### src/rtl/booth_feeder_if.sv
// booth_feeder_if: operand, multiplier and product handshake bundle for booth_feeder.
interface booth_feeder_if #(parameter int DEPTH = 4);
    logic                   in_valid;
    logic                   in_ready;
    logic [5:0]             in_x;
    logic [5:0]             in_y;
    logic                   mul_start;
    logic [5:0]             mul_x;
    logic [6:0]             mul_y;
    logic                   mul_ready;
    logic [11:0]            mul_p;
    logic                   out_valid;
    logic [11:0]            out_p;
    logic                   out_ready;
    logic                   busy;
    logic [$clog2(DEPTH):0] level;
    modport slave (
        input  in_valid, in_x, in_y, mul_ready, mul_p, out_ready,
        output in_ready, mul_start, mul_x, mul_y, out_valid, out_p, busy, level
    );
    modport master (
        output in_valid, in_x, in_y, mul_ready, mul_p, out_ready,
        input  in_ready, mul_start, mul_x, mul_y, out_valid, out_p, busy, level
    );
endinterface

### src/rtl/booth_feeder.sv
// booth_feeder: operand FIFO feeding a Booth multiplier one pair at a time,
// holding each product until downstream takes it.
module booth_feeder #(parameter int DEPTH = 4) (
    input logic           clk,
    input logic           rst_n,
    booth_feeder_if.slave bus
);
    localparam int AW = $clog2(DEPTH);
    localparam int LW = AW + 1;
    typedef enum logic [1:0] {IDLE, LAUNCH, WAIT_BUSY, WAIT_DONE} state_t;
    state_t        state_q;
    logic [11:0]   mem_q [DEPTH];
    logic [AW-1:0] wr_ptr_q, wr_ptr_d, rd_ptr_q, rd_ptr_d;
    logic [LW-1:0] level_q, level_d;
    logic          mul_start_q, out_valid_q;
    logic [5:0]    mul_x_q;
    logic [6:0]    mul_y_q;
    logic [11:0]   out_p_q, head;
    logic          push, pop, launch;
    assign bus.in_ready  = level_q != LW'(DEPTH);
    assign bus.busy      = state_q != IDLE;
    assign bus.level     = level_q;
    assign bus.mul_start = mul_start_q;
    assign bus.mul_x     = mul_x_q;
    assign bus.mul_y     = mul_y_q;
    assign bus.out_valid = out_valid_q;
    assign bus.out_p     = out_p_q;
    assign push   = bus.in_valid && bus.in_ready;
    assign pop    = state_q == LAUNCH;
    assign head   = mem_q[rd_ptr_q];
    // Launch only when the output slot will be free by capture time.
    assign launch = state_q == IDLE && level_q != '0 && bus.mul_ready && (!out_valid_q || bus.out_ready);
    always_comb begin
        wr_ptr_d = push ? wr_ptr_q + AW'(1) : wr_ptr_q;
        rd_ptr_d = pop ? rd_ptr_q + AW'(1) : rd_ptr_q;
        level_d  = level_q + LW'(push) - LW'(pop);
    end
    always_ff @(posedge clk) begin
        if (push) mem_q[wr_ptr_q] <= {bus.in_x, bus.in_y};
    end
    always_ff @(posedge clk or negedge rst_n) begin
        if (!rst_n) begin
            wr_ptr_q <= '0;
            rd_ptr_q <= '0;
            level_q  <= '0;
        end else begin
            wr_ptr_q <= wr_ptr_d;
            rd_ptr_q <= rd_ptr_d;
            level_q  <= level_d;
        end
    end
    always_ff @(posedge clk or negedge rst_n) begin
        if (!rst_n) begin
            state_q     <= IDLE;
            mul_start_q <= 1'b0;
            mul_x_q     <= '0;
            mul_y_q     <= '0;
            out_valid_q <= 1'b0;
            out_p_q     <= '0;
        end else begin
            mul_start_q <= 1'b0;
            if (out_valid_q && bus.out_ready) out_valid_q <= 1'b0;
            case (state_q)
                IDLE: if (launch) begin
                    state_q     <= LAUNCH;
                    mul_start_q <= 1'b1;
                    mul_x_q     <= head[11:6];
                    mul_y_q     <= {head[5:0], 1'b0};
                end
                LAUNCH:    state_q <= WAIT_BUSY;
                WAIT_BUSY: if (!bus.mul_ready) state_q <= WAIT_DONE;
                default: if (bus.mul_ready) begin
                    state_q     <= IDLE;
                    out_p_q     <= bus.mul_p;
                    out_valid_q <= 1'b1;
                end
            endcase
        end
    end
endmodule

### src/flat_wrapper.sv
// flat-port wrapper written by rule: the top's interface ports become plain ports
module booth_feeder_flat 
#(parameter int DEPTH = 4)
  (clk, rst_n, bus_in_valid, bus_in_x, bus_in_y, bus_mul_ready, bus_mul_p, bus_out_ready, bus_in_ready, bus_mul_start, bus_mul_x, bus_mul_y, bus_out_valid, bus_out_p, bus_busy, bus_level);
  booth_feeder_if #(.DEPTH(DEPTH)) bus_i ();
  input logic clk;
  input logic rst_n;
  input wire logic [$bits(bus_i.in_valid)-1:0] bus_in_valid;
  input wire logic [$bits(bus_i.in_x)-1:0] bus_in_x;
  input wire logic [$bits(bus_i.in_y)-1:0] bus_in_y;
  input wire logic [$bits(bus_i.mul_ready)-1:0] bus_mul_ready;
  input wire logic [$bits(bus_i.mul_p)-1:0] bus_mul_p;
  input wire logic [$bits(bus_i.out_ready)-1:0] bus_out_ready;
  output wire logic [$bits(bus_i.in_ready)-1:0] bus_in_ready;
  output wire logic [$bits(bus_i.mul_start)-1:0] bus_mul_start;
  output wire logic [$bits(bus_i.mul_x)-1:0] bus_mul_x;
  output wire logic [$bits(bus_i.mul_y)-1:0] bus_mul_y;
  output wire logic [$bits(bus_i.out_valid)-1:0] bus_out_valid;
  output wire logic [$bits(bus_i.out_p)-1:0] bus_out_p;
  output wire logic [$bits(bus_i.busy)-1:0] bus_busy;
  output wire logic [$bits(bus_i.level)-1:0] bus_level;
  assign bus_i.in_valid = bus_in_valid;
  assign bus_i.in_x = bus_in_x;
  assign bus_i.in_y = bus_in_y;
  assign bus_i.mul_ready = bus_mul_ready;
  assign bus_i.mul_p = bus_mul_p;
  assign bus_i.out_ready = bus_out_ready;
  assign bus_in_ready = bus_i.in_ready;
  assign bus_mul_start = bus_i.mul_start;
  assign bus_mul_x = bus_i.mul_x;
  assign bus_mul_y = bus_i.mul_y;
  assign bus_out_valid = bus_i.out_valid;
  assign bus_out_p = bus_i.out_p;
  assign bus_busy = bus_i.busy;
  assign bus_level = bus_i.level;
  booth_feeder #(.DEPTH(DEPTH)) u_core (.clk(clk), .rst_n(rst_n), .bus(bus_i));
endmodule
### config.mk
export PLATFORM = sky130hd
export DESIGN_NAME = booth_feeder_flat
export DESIGN_NICKNAME = d
export VERILOG_FILES = /design/src/rtl/booth_feeder_if.sv /design/src/rtl/booth_feeder.sv /design/src/flat_wrapper.sv
export SDC_FILE = /design/constraint.sdc
export NUM_CORES = 1
export LEC_CHECK = 0
export CAP_MARGIN = 5
export CORE_MARGIN = 2
export CORE_UTILIZATION = 50
export DETAILED_ROUTE_END_ITERATION = 10
export GPL_TIMING_DRIVEN = 0
export PLACE_DENSITY = 0.77
export SLEW_MARGIN = 20
export SYNTH_ARGS = -nofsm -noshare
export SYNTH_HDL_FRONTEND = slang
export SYNTH_SLANG_ARGS = --single-unit
### constraint.sdc
create_clock -name clk -period 3.55 [get_ports clk]
set_clock_uncertainty 0.1 [all_clocks]
set_input_delay 0.71 -clock clk [delete_from_list [all_inputs] [get_ports clk]]
set_output_delay 0.71 -clock clk [all_outputs]
set_load 0.05 [all_outputs]
==> metrics.md <==
| Metric | Value |
|---|---|
| Outcome | complete, no violations |
| Final hold violation count | 0 |
| GP Congestion | 0.660 |
| Worst Setup SP | u_core.state_q[0] |
| Io pins | 61 |
| PD cells | 955 nW/um^2 |
| Final setup TNS | 0 ns |
| Synth Area in Compound Gates | 0.528% |
| Critical path's slowest cell | clkdlybuf4s50_1 |
| Syn Area/Cell | 19.4 sq um |
| Reg2reg end | u_core.bus.level[2] |
| Synth Cell Area | 3320 sq um |
| Met1 wire length | 2470 um |
| Metal2 WL | 2600 um |
| Sequential share of power | 37.5% |
| DR vias/cell | 5.18 |
| WL met3 | 295 um |
| Post-Layout Inst Area | 4190 sq um |
| R2r setup slk | 1.44 ns |
| Area grow syn2layout | 26.1% |
| Vias after detailed routing | 1,678 |
| FF+latch count, synth | 83 |
| Final std cells w/o fill | 324 |
| Top sig layer | met4 |
| Crit path to | bus_busy |
| Root buf cell | clkbuf_8 |
| Row cnt | 29 |
| H-Tree Depth | 3 |
| Setup WS post-layout | 0.776 ns |
| Final hold slack | 0.0969 ns |
| Final min period | 2.77 ns |
| Tot Pwr | 4.00 mW |
| Effective utilization at floorplan | 52.0% |
| Drt total wl | 5480 um |
| Critical path required time | 2.74 ns |
| First-pass GRT wire length | 8840 um |
| Crit Path Category | register to primary output |
| Post-synthesis mux area share | 18.6% |
| Slew Limit Fails | 0 |
| Routed Antenna Nets | 0 |
| Full die area | 7310 sq um |
| CTS buffer count | 9 |
| Top cells by area, synth | edfxtp_1 (43%), dfrtp_1 (26%), mux2_2 (6.1%) |
| Clock slew seen by the registers of the worst setup and hold paths | 0.08 ns |
| Wire length per cell | 16.9 um |
| Synth Area in Adders | 4.37% |
| Logic pwr share | 47.9% |
| Largest net degree at the start of global routing | 30 |
| Drt drc | 0 |
| Switching share of power | 39.0% |
| Grt ovf | 0 |
| Hold_buf cts | 0 |
| PostCTS Resize Cnt | 0 |
| RSZ-0062 raised after global routing | false |
| CP peak stage delay | 0.81 ns |
| Final setup viols | 0 |
| Critical path launch point type | register |
| Max cap viols | 0 |
| Sw power | 1.56 mW |
| Critical Path Sink Type | primary output |
| Seq/Total Area, Yosys | 69.8% |
| Placed cells | 308 |
| Period Utilization, post-route | 78.2% |
| # port buffers | 59 |
| R2R depth | 7 |
| F_max | 360 MHz |
| Maximum vdd drop | 0.000519 V |
| Placed Area | 4020 sq um |
| Slew of the pin with the lowest slew margin | 0.679 ns |
| Post-synthesis xor/xnor area fraction | 1.32% |
| Tightest Hold Check Type | input pin to asynchronous set/reset pin |
| Core area | 6390 sq um |
| Die height | 85.5 um |
| Clk_lat worst skew | 0.34 ns |
| Crit-path max FO | 4 |
| Initial antenna violation count | 0 |
| Syn Inst Count | 171 |
| Largest family of logic cells by synthesized area | multiplexers |
| Worst slew margin | 54.7% |
| Post-DP HPWL | 3680 um |
| Synthesis Warnings | 0 |
| Vias in the first global route | 1,787 |
| Fill cells | 470 |
| Yosys cell types | 30 |
| Clk buf depth | 2 |
| Post-CTS Setup Inserts | 0 |
| CTS tree | yes |
| Reg2reg start | u_core.bus.level[1] |
| Clock share of power | 14.6% |
| Fin nets | 282 |
| Iteration-0 DRC Markers | 57 |
| Post-synthesis simple-gate area fraction | 2.45% |
| Post-synth net total | 211 |
| GRT Util Overall | 16.6% |
| Post-synth top area cell | edfxtp_1 |
| Data arrival time of the critical path | 1.96 ns |
| Int Power | 2.44 mW |
| Antenna diodes | 0 |
| Die X | 85.5 um |
| Worst path cell trace | inv_1 > ha_1 > inv_1 > clkdlybuf4s50_1 |
| Detailed Routing Iterations Pass 1 | 4 |
| Leakage | 1.63 nW |
| Post-synth top area share | 43.4% |
| Share of layout cells above drive strength 1 | 22.3% |
| Clock sinks | 83 |
| Fin util | 65.5% |
| Cell mode on critical path | inv_1 |
| DP Worst Slack | 1.00 ns |
-- placed cells by master (no fill, tap or decap), types with 2 or more instances in the layout --
master and instances:
mux4_1 4, mux2_4 8, clkinv_2 3, and3_1 4
clkbuf_8 10, buf_6 2, dfrtp_1 35, clkbuf_1 2
ha_1 10, mux2_2 18, buf_2 2, nand2_1 3
clkdlybuf4s50_1 58, inv_1 9, buf_12 2, edfxtp_1 48
xnor2_1 4, mux4_2 8
-- cells in the mapped netlist --
library cell  instances
a21oi_1               1
and2_0                1
and3_1                4
buf_1                 1
buf_12                1
buf_2                 1
buf_4                 1
buf_6                 2
conb_1                1
dfrtp_1              35
edfxtp_1             48
fa_1                  1
ha_1                 10
inv_1                 9
mux2_2               18
mux2_4                8
mux2i_1               1
mux4_1                4
mux4_2                8
nand2_1               3
nand2b_1              1
nand3_1               1
nor2b_1               1
nor3_1                1
nor3_2                1
nor4_1                1
o21ai_1               1
o21bai_1              1
xnor2_1               4
xor2_1                1
-- sequential cells by signal, summed over array words and instances (netlist names) --
| register | count |
|---|---|
| u_core.bus.mul_x | 6 |
| u_core.mem_q | 48 |
| u_core.bus.out_p | 12 |
| u_core.bus.mul_y | 6 |
| u_core.state_q | 2 |
| u_core.wr_ptr_q | 2 |
| u_core.bus.mul_start | 1 |
| u_core.bus.level | 3 |
| u_core.rd_ptr_q | 2 |
| u_core.bus.out_valid | 1 |
-- cells by family after synthesis --
group	Yosys count
buffers and inverters	15
flip-flops	83
XOR/XNOR	5
other	1
adder cells (fa/ha/maj)	11
multiplexers	39
AO/OA/AOI/OAI	3
AND/OR/NAND/NOR	14
-- routing by layer --
layer | vias up | GRT usage [%]
li1 | 779 | -
met1 | 838 | 20.8
met2 | 52 | 26.7
met3 | 9 | 3.50
met4 | 0 | 9.96
met5 | - | 0
-- layout make-up --
class	count	area (sq um)	share of cell area, %
plain buffers	6	58.8	1.41
clock buffers	12	145	3.47
clock inverters	4	18.8	0.448
inverters	9	33.8	0.807
multi-input cells	73	910	21.7
flip-flops and latches	83	2320	55.4
well taps	77	96.3	2.30
repair buffers	60	606	14.5
-- power by group through the flow --
stage / Combinational [mW] / Clock [mW] / Sequential [mW]
floorplan: 0.800 / 0 / 2.08
global placement: 1.92 / 0 / 1.51
detailed placement: 1.95 / 0 / 1.52
CTS: 1.95 / 0.598 / 1.50
global route: 2.04 / 0.634 / 1.54
finish: 1.92 / 0.583 / 1.50
-- worst min-delay path by stage --
stage / start / endpoint / cells after the start
2_1_floorplan: rst_n / u_core.bus.level[0] / 0
3_3_place_gp: u_core.bus.out_p[7] / u_core.bus.out_p[7] / 1
5_1_grt: rst_n / u_core.bus.out_p[1] / 1
4_1_cts: rst_n / u_core.bus.out_p[1] / 1
6_report: rst_n / u_core.bus.out_p[1] / 1
3_5_place_dp: u_core.bus.out_p[7] / u_core.bus.out_p[7] / 1
-- worst max-delay path: cells and delay by family (launching register included) --
family,cells,cell delay [ns]
buffers and inverters,3,0.99
DFF,1,0.39
adders and majority gates,1,0.24
No activity file was read; power rests on OpenSTA's default activity.
